`config.mk`:
```
export PLATFORM = sky130hd
export DESIGN_NAME = uart_tx_arbiter
export DESIGN_NICKNAME = d
export VERILOG_FILES = /design/src/rtl/uart_tx_arb_pkg.sv /design/src/rtl/rr_arbiter.sv /design/src/rtl/uart_tx_arbiter.sv
export SDC_FILE = /design/constraint.sdc
export NUM_CORES = 1
export LEC_CHECK = 0
export ABC_AREA = 1
export BUFFER_PORTS_ARGS = -buffer_cell sky130_fd_sc_hd__buf_2
export CAP_MARGIN = 5
export CORE_MARGIN = 8
export CORE_UTILIZATION = 40
export CTS_BUF_LIST = sky130_fd_sc_hd__clkbuf_4 sky130_fd_sc_hd__clkbuf_8 sky130_fd_sc_hd__clkbuf_16
export DETAILED_ROUTE_END_ITERATION = 10
export REMOVE_ABC_BUFFERS = 1
export SLEW_MARGIN = 20
export SYNTH_ARGS = -nofsm -noshare
export SYNTH_HDL_FRONTEND = slang
export SYNTH_SLANG_ARGS = --single-unit
```
`constraint.sdc`:
```
create_clock -name clk -period 1.5 [get_ports clk]
set_input_delay 0.15 -clock clk [delete_from_list [all_inputs] [get_ports clk]]
set_output_delay 0.15 -clock clk [all_outputs]
set_load 0.03 [all_outputs]
```
`src/rtl/uart_tx_arb_pkg.sv`:
```
// Shared types and constants for the UART TX packet arbiter.
// Contents:
//   arb_state_t  FSM encoding (IDLE, HEADER, PASS)
//   HDR_MAGIC    upper nibble of the optional per-packet header byte
//   ABORT_W      width of the watchdog abort counter
package uart_tx_arb_pkg;

   typedef enum logic [1:0] {
      IDLE   = 2'd0,
      HEADER = 2'd1,
      PASS   = 2'd2
   } arb_state_t;

   localparam logic [3:0] HDR_MAGIC = 4'hA;
   localparam int         ABORT_W   = 16;

endpackage

```
`src/rtl/rr_arbiter.sv`:
```
// Combinational rotating-priority picker.
// Ports:
//   req  in   N    request vector
//   ptr  in   PW   index with highest priority this round
//   gnt  out  N    one-hot winner (0 when no request)
//   any  out  1    at least one request present
// Search order is ptr, ptr+1, ..., N-1, 0, ..., ptr-1; the pointer register
// lives in the caller.
module rr_arbiter #(
   parameter int N  = 2,
   parameter int PW = 1
) (
   input  logic [N-1:0]  req,
   input  logic [PW-1:0] ptr,
   output logic [N-1:0]  gnt,
   output logic          any
);

   always_comb begin
      gnt = '0;
      any = 1'b0;
      // First pass: indices at or above the pointer.
      for (int j = 0; j < N; j++) begin
         if (!any && req[j] && (j >= int'(ptr))) begin
            gnt[j] = 1'b1;
            any    = 1'b1;
         end
      end
      // Second pass: wrap around to the indices below the pointer.
      for (int j = 0; j < N; j++) begin
         if (!any && req[j]) begin
            gnt[j] = 1'b1;
            any    = 1'b1;
         end
      end
   end

endmodule

```
`src/rtl/uart_tx_arbiter.sv`:
```
// Packet-level round-robin arbiter sharing one 8-bit AXI-Stream UART TX
// input between NUM_REQ sources. Whole tlast-delimited packets are granted;
// a stall watchdog drops a grant whose source stops presenting data.
// Ports:
//   clk            in   1           clock, posedge
//   arstn          in   1           asynchronous reset, active-low
//   s_axis_tdata   in   NUM_REQ*8   requester i byte at [8*i+:8]
//   s_axis_tvalid  in   NUM_REQ     per-requester valid
//   s_axis_tlast   in   NUM_REQ     per-requester end of packet
//   s_axis_tready  out  NUM_REQ     per-requester ready
//   m_axis_tdata   out  8           byte to UART TX
//   m_axis_tvalid  out  1           output valid
//   m_axis_tlast   out  1           last byte of granted packet
//   m_axis_tready  in   1           UART TX ready
//   grant          out  NUM_REQ     one-hot owner, 0 when idle
//   abort_count    out  16          saturating watchdog abort count
// Build option: UART_TX_ARB_HEADER_EN inserts one header byte
//   {HDR_MAGIC, 1'b0, owner[2:0]} ahead of every granted packet.
//
// state  | meaning
// IDLE   | no owner; arbitrate over s_axis_tvalid, register the winner
// HEADER | emit the header byte for the new owner (header build only)
// PASS   | owner's stream forwarded combinationally until tlast or abort
module uart_tx_arbiter
   import uart_tx_arb_pkg::*;
#(
   parameter int NUM_REQ        = 2,
   parameter int TIMEOUT_CYCLES = 65535
) (
   input  logic                 clk,
   input  logic                 arstn,
   input  logic [NUM_REQ*8-1:0] s_axis_tdata,
   input  logic [NUM_REQ-1:0]   s_axis_tvalid,
   input  logic [NUM_REQ-1:0]   s_axis_tlast,
   output logic [NUM_REQ-1:0]   s_axis_tready,
   output logic [7:0]           m_axis_tdata,
   output logic                 m_axis_tvalid,
   output logic                 m_axis_tlast,
   input  logic                 m_axis_tready,
   output logic [NUM_REQ-1:0]   grant,
   output logic [ABORT_W-1:0]   abort_count
);

   localparam int PTR_W = (NUM_REQ > 2) ? $clog2(NUM_REQ) : 1;
   localparam int WD_W  = (TIMEOUT_CYCLES > 1) ? $clog2(TIMEOUT_CYCLES + 1) : 1;
   localparam bit WD_EN = (TIMEOUT_CYCLES != 0);
   localparam logic [WD_W-1:0] WD_LAST = WD_W'(WD_EN ? TIMEOUT_CYCLES - 1 : 0);

   arb_state_t         state, state_nxt;
   logic [PTR_W-1:0]   ptr, gidx, rr_idx, ptr_nxt;
   logic [NUM_REQ-1:0] rr_gnt;
   logic               rr_any;
   logic [WD_W-1:0]    wd_cnt;
   logic               sel_valid, sel_last;
   logic [7:0]         sel_data;
   logic               pkt_end, wd_fire;

   rr_arbiter #(
      .N  (NUM_REQ),
      .PW (PTR_W)
   ) u_rr (
      .req (s_axis_tvalid),
      .ptr (ptr),
      .gnt (rr_gnt),
      .any (rr_any)
   );

   always_comb begin
      rr_idx = '0;
      for (int j = 0; j < NUM_REQ; j++) begin
         if (rr_gnt[j]) rr_idx = PTR_W'(j);
      end
   end

   assign sel_valid = s_axis_tvalid[gidx];
   assign sel_last  = s_axis_tlast[gidx];
   assign sel_data  = s_axis_tdata[{gidx, 3'b000} +: 8];
   assign ptr_nxt   = (gidx == PTR_W'(NUM_REQ - 1)) ? '0 : gidx + 1'b1;

   assign pkt_end = (state == PASS) && sel_valid && m_axis_tready && sel_last;
   // Backpressure is not a stall: the watchdog only advances while the
   // sink is ready and the owner has nothing to offer.
   assign wd_fire = WD_EN && (state == PASS) && !sel_valid && m_axis_tready &&
                    (wd_cnt == WD_LAST);

   always_ff @(posedge clk or negedge arstn) begin
      if (!arstn) state <= IDLE;
      else        state <= state_nxt;
   end

   always_comb begin
      state_nxt = state;
      case (state)
         IDLE: begin
            if (rr_any) begin
`ifdef UART_TX_ARB_HEADER_EN
               state_nxt = HEADER;
`else
               state_nxt = PASS;
`endif
            end
         end
         HEADER:  if (m_axis_tready) state_nxt = PASS;
         PASS:    if (pkt_end || wd_fire) state_nxt = IDLE;
         default: state_nxt = IDLE;
      endcase
   end

   always_comb begin
      m_axis_tdata  = 8'h00;
      m_axis_tvalid = 1'b0;
      m_axis_tlast  = 1'b0;
      s_axis_tready = '0;
      case (state)
`ifdef UART_TX_ARB_HEADER_EN
         HEADER: begin
            m_axis_tdata  = {HDR_MAGIC, 1'b0, 3'(gidx)};
            m_axis_tvalid = 1'b1;
         end
`endif
         PASS: begin
            m_axis_tdata  = sel_data;
            m_axis_tvalid = sel_valid;
            m_axis_tlast  = sel_last;
            s_axis_tready = grant & {NUM_REQ{m_axis_tready}};
         end
         default: ;
      endcase
   end

   always_ff @(posedge clk or negedge arstn) begin
      if (!arstn) begin
         grant       <= '0;
         gidx        <= '0;
         ptr         <= '0;
         wd_cnt      <= '0;
         abort_count <= '0;
      end else begin
         if (state == IDLE && rr_any) begin
            grant  <= rr_gnt;
            gidx   <= rr_idx;
            wd_cnt <= '0;
         end
         if (pkt_end || wd_fire) begin
            grant  <= '0;
            ptr    <= ptr_nxt;
            wd_cnt <= '0;
         end else if (state == PASS && WD_EN) begin
            if (sel_valid)          wd_cnt <= '0;
            else if (m_axis_tready) wd_cnt <= wd_cnt + 1'b1;
         end
         if (wd_fire && abort_count != {ABORT_W{1'b1}})
            abort_count <= abort_count + 1'b1;
      end
   end

endmodule

```
# After elaboration in Yosys (flattened, before gate mapping)
# Cells that the tools add are included.
[totals] latch_bits=0 word_cells=68 in_bits=23 regBits=38 n_memories=0 rom_bits=0 ramBits=0
[classes] bitwise_logic=1 multipliers=0 n_eq_ne=7 reduce_logical=20 n_div=0 shift=1 addsub=3 muxes=28 magnitude_cmp=2
[op_table] cell="16-bit 2-to-1 mux" count=5
[op_table] cell="16-bit by 1-bit adder with 16-bit output (second input constant)" count=2
[op_table] cell="16-bit == test (second input constant)" count=1
[op_table] cell="16-bit inequality test (second input constant)" count=1
[op_table] cell="16-bit by 5-bit indexed part select with 8-bit output" count=1
[op_table] cell="1-bit 2-to-1 mux" count=15
[op_table] cell="1-bit logical AND" count=12
[op_table] cell="2-bit 2-to-1 mux" count=6
[op_table] cell="8-bit 2-to-1 mux" count=1
[op_table] cell="2-bit case mux with 3 select lines" count=1
[op_table] cell="1-bit logical NOT" count=4
[op_table] cell="2-bit inequality test (second input constant)" count=2
[op_table] cell="3-bit AND reduction" count=1
[op_table] cell="2-bit bitwise AND" count=1
[op_table] cell="2-bit by 1-bit == test with 1-bit output (second input constant)" count=1
[op_table] cell="2-bit == test (second input constant)" count=1
[op_table] cell="2-bit logical NOT" count=1
[op_table] cell="1-bit by 2-bit < comparator with 1-bit output (second input constant)" count=1
[op_table] cell="2-bit by 1-bit inequality test with 1-bit output (second input constant)" count=1
[op_table] cell="2-bit nonzero test" count=1
[op_table] cell="1-bit adder (second input constant)" count=1
[op_table] cell="1-bit greater-or-equal comparator (first input constant)" count=1
[op_table] cell="1-bit logical OR" count=1

# Logic depth before layout (Yosys ltp)
[depth] depth_word=18 depth_mapped=10 mapped_depth_nobuf=9

# Modules after synthesis
# A second synthesis with hierarchy kept.
[unflattened] cells_unflattened=388 hier_area_um2=2650.0
[by_module_without_submodules] module="uart_tx_arbiter" instances=1 seq_area_each_um2=925.9 cells_per_inst=382 area_each_um2=2625.0
[by_module_without_submodules] module="rr_arbiter" instances=1 seq_area_each_um2=0.0 cells_per_inst=6 area_each_um2=25.0

# Least setup slack after synthesis
# Ideal clock, no wire load.
[synth_path] path_kind="register to register" startpoint="register abort_count[0]" endpoint="register abort_count[7]" stages_incl_launch_ff=10 required_ps=1379 n_path_buf=1 arrival_ps=1570 synth_period_minus_slack_ps=1690 setup_time_ps=121 path_slack_ps=-190 cell_sequence="dfrtp_1 > ha_1 > inv_1 > nor2_1 > nand3_1 > clkinv_1 > nor2_4 > buf_6 > nand2_1 > o21ai_2"
[synth_between] elab_chain_cells=2
[synth_lines] element="from (decl)" line_no="uart_tx_arbiter.sv:41" rtl="output logic [ABORT_W-1:0] abort_count"
[synth_lines] element="from (signal assigned)" line_no="uart_tx_arbiter.sv:153" rtl="abort_count <= abort_count + 1'b1;"
[synth_lines] element="parallel branches: the longest is 2 deep, another holds 16-bit by 1-bit adder with 16-bit output"
# Parallel ways; which one is timed is not known.
# A chain may end at the register's enable or synchronous reset.

# Worst setup path after layout
[layout_path] startpoint="register state[1]" endpoint="output port m_axis_tlast"
[layout_between] elab_chain_cells=2
[layout_lines] element="from (decl)" line_no="uart_tx_arbiter.sv:49" rtl="arb_state_t state, state_nxt;"
[layout_lines] element="from (signal assigned)" line_no="uart_tx_arbiter.sv:88" rtl="else state <= state_nxt;"
[layout_lines] element="2-bit == test" line_no="uart_tx_arbiter.sv:114" rtl="case (state)"
[layout_lines] element="1-bit 2-to-1 mux" line_no="uart_tx_arbiter.sv:114"
[layout_lines] element="to (decl)" line_no="uart_tx_arbiter.sv:38" rtl="output logic m_axis_tlast,"
# Every way passes these cells.

==> impl_metrics.json <==
{
  "cts_made_buffers": 5,
  "clockBufferDepth": 2,
  "whs_path_depth": 4,
  "endpoint_kind": "primary output",
  "critical_path.endpoint": "m_axis_tlast",
  "peakVddDrop_uv": 710,
  "r2r_slack_ns": -0.02,
  "startpoint": "state[1]",
  "drt_iter0_markers": 135,
  "ys_types": 33,
  "crit_fanout": 19,
  "wl_um": 8060,
  "grt_pass1_wl_um": 13900,
  "sw_frac_of_total_pct": 42.4,
  "design_area_um2": 3630,
  "ys_ff_latch": 37,
  "worst_pin_slew_ns": 0.506,
  "wl_met1_um": 3520,
  "max_slew_margin_pct": 66.2,
  "area_growth_pct": 35.5,
  "wl_met3_um": 246,
  "r2r-end": "abort_count[8]",
  "top_layer": "met4",
  "final_max_slew_viol_count": 0,
  "synthMuxAreaShare_pct": 0,
  "synth_edf_count": 0,
  "outcome": "finished, violations left",
  "avgSynthCellArea_um2": 6.82,
  "p_int_mw": 2.53,
  "r2r_cells": 9,
  "drive_above_1_share_pct": 33.4,
  "comb_power_share_pct": 49.7,
  "synth_compound_area_share_pct": 14.3,
  "switching_power_mw": 1.86,
  "clock-sinks": 37,
  "grt_usage_pct": 17.5,
  "synthFlopType": "dfrtp_1",
  "routabilityCongestion": 0.856,
  "synth_fa_ha_area_share_pct": 1.40,
  "grt_overflow_total": 0,
  "fin_nets": 516,
  "drv_cap": 0,
  "cp.arrival_ns": 1.39,
  "p_total_mw": 4.38,
  "p_clk_share_pct": 21.3,
  "core.rowCount": 30,
  "hold_viol": 0,
  "insertion_delay_ns": 0.30,
  "finClkSkew_ns": 0.00456,
  "synth_top_family_by_area": "simple AND/OR/NAND/NOR gates",
  "drt-pass1-iter-count": 4,
  "synthArstFlopShare_pct": 100,
  "route.detailed.drc": 0,
  "finalNonFillerCells": 571,
  "netlist_instances": 392,
  "dieWidth_um": 97.8,
  "clk_pin_slew_ns": 0.08,
  "tritoncts": "built",
  "layout_common_cells": "nand2_1, buf_4, nand3_1",
  "final_common_cell": "nand2_1",
  "syn-cell-area_um2": 2680,
  "p_seq_share_pct": 29.0,
  "r2r_start": "wd_cnt[0]",
  "leakage_nw": 1.75,
  "cts_root_buffer": "clkbuf_8",
  "min_period_ns": 1.54,
  "cp.required_ns": 1.35,
  "grt_antenna_before_repair": 0,
  "grt_max_degree": 38,
  "placed_cell_area_um2": 3290,
  "pin_count": 53,
  "hp-class": "primary input to register",
  "synthXorXnorAreaFrac_pct": 4.26,
  "start_util_pct": 40.3,
  "htreeDepth": 2,
  "yosys_warnings": 0,
  "wl_met2_um": 4160,
  "n_antenna_cell": 0,
  "die_h_um": 97.8,
  "max_freq_mhz": 648,
  "grt_setup_unrepaired": "yes",
  "fin_ws_ns": -0.0440,
  "coreArea_um2": 6640,
  "yosysSeqAreaShare_pct": 34.6,
  "wire_per_inst_um": 14.1,
  "ant_nets": 0,
  "fin_crit_sh_pct": 103,
  "violations": "setup timing",
  "finalSetupViolCount": 9,
  "via_per_inst": 5.09,
  "power.density_nw_per_um2": 1210,
  "num_vias": 2906,
  "dp_hpwl_um": 5820,
  "portBuffers": 52,
  "die_area_um2": 9560,
  "crit_path_start_kind": "register",
  "place_inst": 552,
  "critPathKind": "register to primary output",
  "grt_pass1_vias": 3010,
  "synthSimpleGateAreaFrac_pct": 35.1
}
-- sequential cells by signal, summed over array words and instances, names as in the netlist --
name	cells
state	1
wd_cnt	16
abort_count	16
ptr	1
gidx	1
grant	2
-- logic make-up after synthesis --
family          Yosys count
compound gates           67
buf+inv                  61
xor+xnor                 13
fa+ha+maj                 3
simple gates            211
flops                    37
-- timing repair --
action / 4_1_cts / 5_1_grt
endpoints found under the setup margin: 19 / 44
gates resized for setup: 14 / 47
buffers inserted: 7 / 3
gates cloned: 1 / 1
pin swaps: 1 / 8
hold buffers: 1 / 0
endpoints found under the hold margin: 37 / 0
-- synthesized netlist by cell type, types with 3 or more instances --
cell      instances  area share, %
o21ai_0          29            5.4
buf_6             5            2.1
xor2_1            7            2.3
clkbuf_1          5           0.70
o21ai_2           8            2.6
o21ai_1           4           0.75
nor3_1            7            1.3
nand3_1          53            9.9
buf_2             4           0.75
nand4_1           6            1.4
inv_1            39            5.5
nor2_2            3           0.70
xnor2_1           6            2.0
ha_1              3            1.4
a21oi_1          19            3.6
nor2_1           49            6.9
dfrtp_1          37             35
nand2_1          80             11
o211ai_1          5            1.4
nand2_2           6            1.4
-- layout make-up --
cell class / instances / area [µm²]
multi-input cells: 294 / 1560
fillers: 648 / 3020
well taps: 80 / 100
inverters: 43 / 165
flip-flops and latches: 37 / 928
clock buffers: 6 / 82.6
clock inverters: 2 / 37.5
repair buffers: 109 / 753
-- power by group through the flow --
stage	logic (mW)	clock network (mW)	registers, mW
after floorplan	1.02	0	1.37
after global routing	2.36	1.01	1.29
final	2.18	0.934	1.27
after CTS	2.01	0.959	1.26
after global placement	1.88	0	1.28
after detailed placement	1.91	0	1.28
-- worst min-delay path by stage --
stage / start / end / slack, ns
after floorplan: arstn / abort_count[0] / -0.15
after global placement: arstn / wd_cnt[11] / 0.24
after detailed placement: arstn / wd_cnt[11] / 0.24
after CTS: m_axis_tready / wd_cnt[1] / 0.26
after global routing: m_axis_tready / wd_cnt[1] / 0.26
final: m_axis_tready / wd_cnt[1] / 0.26
-- worst max-delay path, stage by stage, from the launching register on --
cell     delay (ns)
dfrtp_1        0.43
inv_1          0.14
buf_4          0.27
nor2_1         0.08
buf_4          0.17
-- layer usage --
layer | track usage (%) | vias up
met5 | 0 | -
met4 | 6.59 | 0
met3 | 2.92 | 11
met2 | 31.8 | 54
met1 | 20.0 | 1374
li1 | - | 1467
-- through the flow --
stage	worst slack (ns)	TNS, ns	util, %	hold slack [ns]
detailed placement	-0.0322	-0.136	49.5	0.240
floorplan	-0.574	-14.83	-	-0.146
finish	-0.0440	-0.126	54.6	0.262
global route	-0.118	-1.69	54.6	0.265
CTS	-0.0201	-0.112	53.3	0.256
global placement	0.0297	0	49.5	0.236
Note: power is estimated with default switching activity, not from simulation.
